`config.mk`:
```
export PLATFORM = sky130hd
export DESIGN_NAME = calc_controller_flat
export DESIGN_NICKNAME = d
export VERILOG_FILES = /design/src/rtl/calc_controller_if.sv /design/src/rtl/calc_controller.sv /design/src/flat_wrapper.sv
export SDC_FILE = /design/constraint.sdc
export NUM_CORES = 1
export LEC_CHECK = 0
export BUFFER_PORTS_ARGS = -buffer_cell sky130_fd_sc_hd__buf_2
export CORE_AREA = 3 3 120 122
export CTS_CLUSTER_DIAMETER = 150
export DETAILED_ROUTE_END_ITERATION = 6
export DIE_AREA = 0 0 123 125
export GPL_TIMING_DRIVEN = 0
export HOLD_SLACK_MARGIN = 0.1
export PLACE_DENSITY = 0.74
export SETUP_SLACK_MARGIN = 0.3
export SYNTH_ARGS = -nofsm -noshare
export SYNTH_HDL_FRONTEND = slang
export SYNTH_SLANG_ARGS = --single-unit
```
`constraint.sdc`:
```
create_clock -name clk_i -period 2.77 [get_ports clk_i]
set_clock_uncertainty 0.05 [all_clocks]
set_input_delay 0.277 -clock clk_i [delete_from_list [all_inputs] [get_ports clk_i]]
set_output_delay 0.277 -clock clk_i [all_outputs]
set_load 0.01 [all_outputs]
```
`src/rtl/calc_controller_if.sv`:
```
// Datapath-side bundle of calc_controller: memory read/write ports, adder operands/carry, result buffer.
// Latency: none (wires only); backpressure: none, memory read data returns a fixed 1 cycle after the strobe.
// Flow control: none; the controller (master) owns all strobes and addresses.
interface calc_controller_if #(
    parameter int ADDR_W        = 10,
    parameter int DATA_W        = 32,
    parameter int MEM_WORD_SIZE = 64
);
    logic                     mem_rd_en_o;
    logic [ADDR_W-1:0]        mem_rd_addr_o;
    logic [MEM_WORD_SIZE-1:0] mem_rd_data_i;
    logic                     mem_wr_en_o;
    logic [ADDR_W-1:0]        mem_wr_addr_o;
    logic [MEM_WORD_SIZE-1:0] mem_wr_data_o;
    logic [DATA_W-1:0]        op_a_o;
    logic [DATA_W-1:0]        op_b_o;
    logic                     carry_i;
    logic                     buf_loc_sel_o;
    logic [MEM_WORD_SIZE-1:0] buf_data_i;

    modport master (
        output mem_rd_en_o, mem_rd_addr_o, mem_wr_en_o, mem_wr_addr_o, mem_wr_data_o,
               op_a_o, op_b_o, buf_loc_sel_o,
        input  mem_rd_data_i, carry_i, buf_data_i
    );

    modport slave (
        input  mem_rd_en_o, mem_rd_addr_o, mem_wr_en_o, mem_wr_addr_o, mem_wr_data_o,
               op_a_o, op_b_o, buf_loc_sel_o,
        output mem_rd_data_i, carry_i, buf_data_i
    );
endinterface

```
`src/rtl/calc_controller.sv`:
```
// Sequencer: reads operand words, feeds the adder, fills the result buffer halves, writes results back. Optional sticky carry via CALC_OVERFLOW_EN.
// Latency: 7 cycles per result word (6 when the upper-half read is skipped), plus 1 DONE cycle per job.
// Backpressure: none; memory read data is assumed valid exactly 1 cycle after mem_rd_en_o.
module calc_controller #(
    parameter int ADDR_W        = 10,
    parameter int DATA_W        = 32,
    parameter int MEM_WORD_SIZE = 2 * DATA_W
) (
    input  logic              clk_i,
    input  logic              rst_i,
    input  logic              start_i,
    input  logic [ADDR_W-1:0] read_start_addr_i,
    input  logic [ADDR_W-1:0] read_end_addr_i,
    input  logic [ADDR_W-1:0] write_start_addr_i,
    output logic              busy_o,
    output logic              done_o,
    output logic              overflow_o,
    calc_controller_if.master bus
);

    typedef enum logic [3:0] {
        IDLE, READ_LO, LOAD_LO, ADD_LO, READ_HI, LOAD_HI, ADD_HI, WRITE, DONE
    } state_t;

    state_t state_q, state_d;

    // One extra bit so a range ending at the top address is seen as finished rather than wrapping.
    logic [ADDR_W:0]          rd_ptr_q;
    logic [ADDR_W-1:0]        wr_ptr_q;
    logic [ADDR_W-1:0]        end_addr_q;
    logic [ADDR_W-1:0]        rd_addr_q;
    logic [ADDR_W-1:0]        wr_addr_q;
    logic [DATA_W-1:0]        op_a_q;
    logic [DATA_W-1:0]        op_b_q;
    logic                     skip_hi_q;
    logic                     accept;
    logic                     rd_past_end;
    logic                     is_read;
    logic                     is_write;
    logic                     is_add;

    assign accept      = (state_q == IDLE) && start_i;
    assign rd_past_end = rd_ptr_q > {1'b0, end_addr_q};
    assign is_read     = (state_q == READ_LO) || (state_q == READ_HI);
    assign is_write    = (state_q == WRITE);
    assign is_add      = (state_q == ADD_LO) || (state_q == ADD_HI);

    always_comb begin
        state_d = state_q;
        case (state_q)
            IDLE:    if (start_i) state_d = (read_end_addr_i < read_start_addr_i) ? DONE : READ_LO;
            READ_LO: state_d = LOAD_LO;
            LOAD_LO: state_d = ADD_LO;
            ADD_LO:  state_d = rd_past_end ? LOAD_HI : READ_HI;
            READ_HI: state_d = LOAD_HI;
            LOAD_HI: state_d = ADD_HI;
            ADD_HI:  state_d = WRITE;
            WRITE:   state_d = rd_past_end ? DONE : READ_LO;
            DONE:    state_d = IDLE;
            default: state_d = IDLE;
        endcase
    end

    always_ff @(posedge clk_i) begin
        if (rst_i) begin
            state_q    <= IDLE;
            rd_ptr_q   <= '0;
            wr_ptr_q   <= '0;
            end_addr_q <= '0;
            rd_addr_q  <= '0;
            wr_addr_q  <= '0;
            op_a_q     <= '0;
            op_b_q     <= '0;
            skip_hi_q  <= 1'b0;
        end else begin
            state_q <= state_d;
            if (accept) begin
                rd_ptr_q   <= {1'b0, read_start_addr_i};
                wr_ptr_q   <= write_start_addr_i;
                end_addr_q <= read_end_addr_i;
            end
            if (is_read) begin
                rd_ptr_q  <= rd_ptr_q + 1'b1;
                rd_addr_q <= rd_ptr_q[ADDR_W-1:0];
            end
            if (state_q == LOAD_LO) begin
                op_a_q <= bus.mem_rd_data_i[DATA_W-1:0];
                op_b_q <= bus.mem_rd_data_i[MEM_WORD_SIZE-1:DATA_W];
            end
            // Odd word count: the missing upper operand word is treated as zero.
            if (state_q == LOAD_HI) begin
                op_a_q <= skip_hi_q ? '0 : bus.mem_rd_data_i[DATA_W-1:0];
                op_b_q <= skip_hi_q ? '0 : bus.mem_rd_data_i[MEM_WORD_SIZE-1:DATA_W];
            end
            if (state_q == ADD_LO) skip_hi_q <= rd_past_end;
            if (is_write) begin
                wr_ptr_q  <= wr_ptr_q + 1'b1;
                wr_addr_q <= wr_ptr_q;
            end
        end
    end

`ifdef CALC_OVERFLOW_EN
    logic overflow_q;

    always_ff @(posedge clk_i) begin
        if (rst_i || accept) overflow_q <= 1'b0;
        else if (is_add && bus.carry_i) overflow_q <= 1'b1;
    end

    assign overflow_o = overflow_q;
`else
    logic unused_carry;

    assign unused_carry = bus.carry_i;
    assign overflow_o   = 1'b0;
`endif

    assign bus.mem_rd_en_o   = is_read;
    assign bus.mem_rd_addr_o = is_read ? rd_ptr_q[ADDR_W-1:0] : rd_addr_q;
    assign bus.mem_wr_en_o   = is_write;
    assign bus.mem_wr_addr_o = is_write ? wr_ptr_q : wr_addr_q;
    assign bus.mem_wr_data_o = bus.buf_data_i;
    assign bus.op_a_o        = op_a_q;
    assign bus.op_b_o        = op_b_q;
    assign bus.buf_loc_sel_o = (state_q == READ_HI) || (state_q == LOAD_HI) ||
                               (state_q == ADD_HI)  || (state_q == WRITE);
    assign busy_o            = (state_q != IDLE);
    assign done_o            = (state_q == DONE);

endmodule

```
`src/flat_wrapper.sv`:
```
// flat-port wrapper written by rule: the top's interface ports become plain ports
module calc_controller_flat 
#(
    parameter int ADDR_W        = 10,
    parameter int DATA_W        = 32,
    parameter int MEM_WORD_SIZE = 2 * DATA_W
)
  (clk_i, rst_i, start_i, read_start_addr_i, read_end_addr_i, write_start_addr_i, busy_o, done_o, overflow_o, bus_mem_rd_en_o, bus_mem_rd_addr_o, bus_mem_wr_en_o, bus_mem_wr_addr_o, bus_mem_wr_data_o, bus_op_a_o, bus_op_b_o, bus_buf_loc_sel_o, bus_mem_rd_data_i, bus_carry_i, bus_buf_data_i);
  calc_controller_if #(.ADDR_W(ADDR_W), .DATA_W(DATA_W), .MEM_WORD_SIZE(MEM_WORD_SIZE)) bus_i ();
  input  logic clk_i;
  input  logic rst_i;
  input  logic start_i;
  input  logic [ADDR_W-1:0] read_start_addr_i;
  input  logic [ADDR_W-1:0] read_end_addr_i;
  input  logic [ADDR_W-1:0] write_start_addr_i;
  output logic busy_o;
  output logic done_o;
  output logic overflow_o;
  output wire logic [$bits(bus_i.mem_rd_en_o)-1:0] bus_mem_rd_en_o;
  output wire logic [$bits(bus_i.mem_rd_addr_o)-1:0] bus_mem_rd_addr_o;
  output wire logic [$bits(bus_i.mem_wr_en_o)-1:0] bus_mem_wr_en_o;
  output wire logic [$bits(bus_i.mem_wr_addr_o)-1:0] bus_mem_wr_addr_o;
  output wire logic [$bits(bus_i.mem_wr_data_o)-1:0] bus_mem_wr_data_o;
  output wire logic [$bits(bus_i.op_a_o)-1:0] bus_op_a_o;
  output wire logic [$bits(bus_i.op_b_o)-1:0] bus_op_b_o;
  output wire logic [$bits(bus_i.buf_loc_sel_o)-1:0] bus_buf_loc_sel_o;
  input wire logic [$bits(bus_i.mem_rd_data_i)-1:0] bus_mem_rd_data_i;
  input wire logic [$bits(bus_i.carry_i)-1:0] bus_carry_i;
  input wire logic [$bits(bus_i.buf_data_i)-1:0] bus_buf_data_i;
  assign bus_mem_rd_en_o = bus_i.mem_rd_en_o;
  assign bus_mem_rd_addr_o = bus_i.mem_rd_addr_o;
  assign bus_mem_wr_en_o = bus_i.mem_wr_en_o;
  assign bus_mem_wr_addr_o = bus_i.mem_wr_addr_o;
  assign bus_mem_wr_data_o = bus_i.mem_wr_data_o;
  assign bus_op_a_o = bus_i.op_a_o;
  assign bus_op_b_o = bus_i.op_b_o;
  assign bus_buf_loc_sel_o = bus_i.buf_loc_sel_o;
  assign bus_i.mem_rd_data_i = bus_mem_rd_data_i;
  assign bus_i.carry_i = bus_carry_i;
  assign bus_i.buf_data_i = bus_buf_data_i;
  calc_controller #(.ADDR_W(ADDR_W), .DATA_W(DATA_W), .MEM_WORD_SIZE(MEM_WORD_SIZE)) u_core (.clk_i(clk_i), .rst_i(rst_i), .start_i(start_i), .read_start_addr_i(read_start_addr_i), .read_end_addr_i(read_end_addr_i), .write_start_addr_i(write_start_addr_i), .busy_o(busy_o), .done_o(done_o), .overflow_o(overflow_o), .bus(bus_i));
endmodule
```
-- Word-level counts from Yosys, hierarchy flattened
Cells that the tools add are included.
W data, S select, Z words.
- $add $sub $neg: 2
- order comparisons: 2
- equality and inequality tests: 9
- multiplexer cells: 17
- reduce and logical (&&, ||, !) cells: 10
- operators with widths (cell ; count):
    $mux W32 ; 6
    $mux W10 ; 4
    $pmux W4 S8 ; 1
    $mux W11 ; 2
    $eq A4 B3 Y1 const B ; 4
    $mux W4 ; 3
    $add A11 B1 Y11 const B ; 1
    $gt A11 B10 Y1 ; 1
    $add A10 B1 Y10 const B ; 1
    $lt A10 B10 Y1 ; 1
    $eq A4 B2 Y1 const B ; 2
    $reduce_bool A2 Y1 ; 3
    $eq A4 B1 Y1 const B ; 1
    $eq A4 B4 Y1 const B ; 1
    $logic_not A4 Y1 ; 1
    $logic_or A1 B1 Y1 ; 4
    $reduce_bool A4 Y1 ; 1
    $ne A2 B2 Y1 const B ; 1
    $logic_and A1 B1 Y1 ; 1
    $mux W1 ; 1
- register bits: 120
- input port bits: 162
- output and inout port bits: 154
- word-level logic and storage cells: 49

-- Longest topological paths before layout
- depth after elaboration: 4
- mapped depth: 9
- gate-level depth less buffers: 7

-- Worst setup path before layout
OpenSTA, ideal clock, no wires.
- kind: reg2reg
- from: register u_core.end_addr_q[8]
- to: register u_core.state_q[0]
- library setup time: 0.125 ns
- arrival: 1.813 ns
- data required time: 2.595 ns
- setup slack: 0.782 ns
- stages on the path, launching flop included: 8
- buffers on the path: 0
- clock period less this slack: 1.988 ns
- cells stage by stage: dfxtp_1 > inv_1 > ha_1 > a21o_1 > a211oi_1 > or4b_1 > a32oi_1 > a31oi_1
- word-level cells in the longest chain between the ends: 3
- elaborated cells between the ends (all ways): 4
- those cells by class: order compare (1); mux (3)
- ends and longest elaborated chain (item ; line ; source):
    start, declared ; calc_controller.sv:30 ; logic [ADDR_W-1:0] end_addr_q;
    start signal, assigned ; calc_controller.sv:80 ; end_addr_q <= read_end_addr_i;
    $gt A11 B10 Y1 (*) ; calc_controller.sv:43 ; assign rd_past_end = rd_ptr_q > {1'b0, end_addr_q};
    $mux W4 or $mux W1 (tied branches) ; calc_controller.sv:58, calc_controller.sv:54 ;
    $pmux W4 S8 (*) ; calc_controller.sv:50 ; case (state_q)
    end signal, assigned ; calc_controller.sv:76 ; state_q <= state_d;
    end, declared ; calc_controller.sv:25 ; state_t state_q, state_d;
Every way passes the cells marked *; elsewhere a longest branch is shown, timed or not.
A chain may end at the register's enable or synchronous reset.

-- Worst setup path in the final report
- from: register u_core.state_q[0]
- to: output port bus_mem_rd_addr_o[9]
- word-level cells in the longest chain between the ends: 3
- elaborated cells between the ends (all ways): 4
- those cells by class: eq/ne (2); mux (1); reduce/logical (1)
- ends and longest elaborated chain (item ; line ; source):
    $eq A4 B1 Y1 or $eq A4 B3 Y1 (tied branches) ; calc_controller.sv:44 ; assign is_read = (state_q == READ_LO) || (state_q == READ_HI);
    $logic_or A1 B1 Y1 (*) ; calc_controller.sv:44 ;
    $mux W10 (*) ; calc_controller.sv:120 ; assign bus.mem_rd_addr_o = is_read ? rd_ptr_q[ADDR_W-1:0] : rd_addr_q;
    end, declared ; flat_wrapper.sv:20 ; output wire logic [$bits(bus_i.mem_rd_addr_o)-1:0] bus_mem_rd_addr_o;
Marks and branches as above.

==> flow_metrics.env <==
export IMPL_irDropWorstVdd_uv=575
export IMPL_hold_viol=0
export IMPL_htree_num_levels=4
export IMPL_remaining_drc_errors=0
export IMPL_cts_tree="done"
export IMPL_hpwl_um=12900
export IMPL_cp_end_kind="output port"
export IMPL_grt_pass1_vias=5948
export IMPL_drt_iter0_drc=432
export IMPL_grt_pass1_wl_um=29100
export IMPL_rsz0062_at_grt="no"
export IMPL_start_util_pct=42.7
export IMPL_multiInputGateArea_sq_um=2520
export IMPL_grt_ovfl_total=0
export IMPL_fill_cells=1148
export IMPL_worst_path_stages=7
export IMPL_regArea_sq_um=2400
export IMPL_firstDrtPassIters=5
export IMPL_synthArstFlopShare_pct=0
export IMPL_fin_util_pct=64.7
export IMPL_cts_max_path_buffers=2
export IMPL_syn_area_sq_um=5670
export IMPL_port_buffers=249
export IMPL_antenna_found_initial=0
export IMPL_r2r_setup_slack_ns=0.46
export IMPL_n_antenna_cell=0
export IMPL_cts_sinks=120
export IMPL_fp_coreArea_sq_um=13300
export IMPL_area_growth_pct=51.7
export IMPL_seqPwrFrac_pct=36.0
export IMPL_setup_violations=0
export IMPL_syn_area_per_cell_sq_um=7.59
export IMPL_numCtsBuffers=17
export IMPL_power_frac_clock_pct=40.8
export IMPL_maxCapViolCount=0
export IMPL_dr_total_vias=6255
export IMPL_grt_max_degree=17
export IMPL_place_gp_congestion=0.848
export IMPL_die_area_sq_um=15400
export IMPL_drive_gt1_share_pct=33.3
export IMPL_yosys_warnings=0
export IMPL_rows=42
export IMPL_switching_share_pct=29.4
export IMPL_status="complete, no violations"
export IMPL_hp_class="in2reg"
export IMPL_critPathSlowestCell="or3_1"
export IMPL_fin_crit_sh_pct=84.9
export IMPL_die_h_um=125
export IMPL_synthFlopType="dfxtp_1"
export IMPL_slew_viol_final=0
export IMPL_grt_usage_pct=23.9
export IMPL_cts_root_buf="clkbuf_16"
export IMPL_timing_rr_end="u_core.state_q[0]$_SDFFE_PP0P_"
export IMPL_cp_data_arrival_time_ns=2.02
export IMPL_rr_worst_depth=6
export IMPL_clk_latency_ns=0.41
export IMPL_crit_start="u_core.state_q[0]$_SDFFE_PP0P_"
export IMPL_io_pin_count=316
export IMPL_tns_ns=0
export IMPL_synth_edf_count=0
export IMPL_maxSlewHeadroom_pct=58.3
export IMPL_crit_fanout=10
export IMPL_clk_pin_slew_worst_paths_ns=0.05
export IMPL_synth_seq_area_share_pct=42.3
export IMPL_postSynthCellCount=747
export IMPL_internal_power_mw=3.89
export IMPL_finalCriticalPeriod_ns=2.35
export IMPL_startpoint_type="flop"
export IMPL_post_cts_buffers=0
export IMPL_r2r_start="u_core.rd_ptr_q[8]$_SDFFE_PP0P_"
export IMPL_final_nets=1280
export IMPL_cp_slowest_stage_delay_ns=0.33
export IMPL_critPathRequiredTime_ns=2.44
export IMPL_synth_fp_nets=930
export IMPL_dieWidth_um=123
export IMPL_final_common_cell="buf_2"
export IMPL_ys_ff_latch=120
export IMPL_mostFrequentLayoutCells="buf_2 (257), nand2_1 (223), dfxtp_1 (120), a21oi_1 (102), dlygate4sd3_1 (82)"
export IMPL_crit_buf_inv=4
export IMPL_netlist_cell_type_count=48
export IMPL_p_per_area_nw_per_um2=640
export IMPL_tightestPinTransition_ns=0.626
export IMPL_routedWlPerCell_um=14.7
export IMPL_p_sw_mw=1.62
export IMPL_p_leak_nw=4.06
export IMPL_viasPerCell=4.86
export IMPL_critPathTopFamily="buffers and inverters"
export IMPL_crit_end="bus_mem_rd_addr_o[9]"
export IMPL_antenna_left=0
export IMPL_hold_depth=3
export IMPL_cp_cell_sequence="buf_4 -> xnor2_1 -> or3_1 -> buf_4 -> buf_2 -> o21ai_1 -> buf_2"
export IMPL_combPwrFrac_pct=23.2
export IMPL_max_freq_ghz=0.425
export IMPL_drt_total_wl_um=18900
export IMPL_worstSetupPathType="reg2out"
area by class of cell:
cell class              count  share of cell area (%)
plain buffers             107                    7.94
clock buffers              19                    5.26
clock inverters            13                    1.77
inverters                  26                    1.19
multi-input cells         494                    29.3
flip-flops and latches    120                    27.9
well taps                 176                    2.56
repair buffers            331                    24.0
flip-flops by register name (all words and copies together), names as in the netlist:
| name | count |
|---|---|
| u_core.state_q | 4 |
| u_core.wr_addr_q | 10 |
| u_core.bus.op_b_o | 32 |
| u_core.bus.op_a_o | 32 |
| u_core.wr_ptr_q | 10 |
| u_core.end_addr_q | 10 |
| u_core.rd_ptr_q | 11 |
| u_core.skip_hi_q | 1 |
| u_core.rd_addr_q | 10 |
Yosys cell counts (all sizes together), types with 4 or more instances:
| master | n | area [sq um] |
|---|---|---|
| o21ai | 23 | 115 |
| nor3 | 9 | 45.0 |
| a211oi | 6 | 45.0 |
| nand4 | 5 | 31.3 |
| a21o | 5 | 37.5 |
| a21oi | 102 | 510 |
| dfxtp | 120 | 2400 |
| nor2 | 30 | 113 |
| ha | 21 | 263 |
| inv | 26 | 97.6 |
| nor2b | 13 | 81.3 |
| nand2 | 223 | 837 |
| buf | 78 | 557 |
| nor4 | 4 | 31.3 |
| nand3 | 9 | 45.0 |
| clkbuf | 29 | 109 |
| a31oi | 6 | 37.5 |
repair_timing:
item,in CTS,in global routing
hold buffers,82,0
endpoints found under the setup margin,15,50
pin swaps,0,0
hold endpoints to repair,82,0
gates resized for setup,3,17
metrics by stage:
| stage | worst slack [ns] | hold WS (ns) | instances | power (mW) | area (sq um) |
|---|---|---|---|---|---|
| final | 0.419 | 0.117 | 1286 | 5.51 | 8600 |
| after global routing | 0.307 | 0.119 | 1286 | 5.77 | 8600 |
| after CTS | 0.307 | 0.101 | 1286 | 5.51 | 8580 |
| after detailed placement | 0.498 | 0.394 | 1172 | 3.16 | 7140 |
| after global placement | 0.518 | 0.389 | 1172 | 3.14 | 7140 |
| after floorplan | 0.782 | 0.363 | 747 | 2.73 | 5670 |
cell families (layout without fill, tap and decap cells):
| logic type | count (synthesis) | in the layout | synth area share, % |
|---|---|---|---|
| flip-flops | 120 | 120 | 42.3 |
| other | 1 | 1 | 0.0661 |
| AO/OA/AOI/OAI | 162 | 162 | 16.2 |
| multiplexers | 1 | 1 | 0.198 |
| XOR/XNOR | 3 | 3 | 0.463 |
| AND/OR/NAND/NOR | 306 | 306 | 22.6 |
| buffers and inverters | 133 | 496 | 13.5 |
| adder cells (fa/ha/maj) | 21 | 21 | 4.63 |
worst min path at each step:
stage / to / from / slack [ns]
global placement: u_core.bus.op_a_o[14]$_SDFFE_PP0P_ / u_core.bus.op_a_o[14]$_SDFFE_PP0P_ / 0.39
floorplan: u_core.end_addr_q[1]$_SDFFE_PP0P_ / read_end_addr_i[1] / 0.36
global route: u_core.wr_ptr_q[8]$_SDFFE_PP0P_ / write_start_addr_i[8] / 0.12
detailed placement: u_core.bus.op_a_o[27]$_SDFFE_PP0P_ / u_core.bus.op_a_o[27]$_SDFFE_PP0P_ / 0.39
CTS: u_core.wr_ptr_q[3]$_SDFFE_PP0P_ / write_start_addr_i[3] / 0.10
finish: u_core.wr_ptr_q[3]$_SDFFE_PP0P_ / write_start_addr_i[3] / 0.12
power groups by stage:
stage | Clock (mW) | Combinational [mW] | Sequential (mW)
floorplan | 0 | 0.703 | 2.03
global placement | 0 | 1.13 | 2.01
detailed placement | 0 | 1.15 | 2.01
CTS | 2.28 | 1.25 | 1.98
global route | 2.36 | 1.41 | 2.00
finish | 2.24 | 1.28 | 1.98
worst register-to-register path, delay by kind of cell, from the launching register on:
family | cells | cell delay (ns)
AOI/OAI and AO/OA | 4 | 0.84
and+or+nand+nor | 1 | 0.59
adders and majority gates | 1 | 0.28
DFF | 1 | 0.41
metal layers:
metal  global-route usage [%]  share of wire, %
met1                     28.8                40
met2                     41.3                50
met3                     4.79               7.6
met4                     9.32               2.5
met5                        0                 0
No activity file was read; power rests on OpenSTA's default activity.
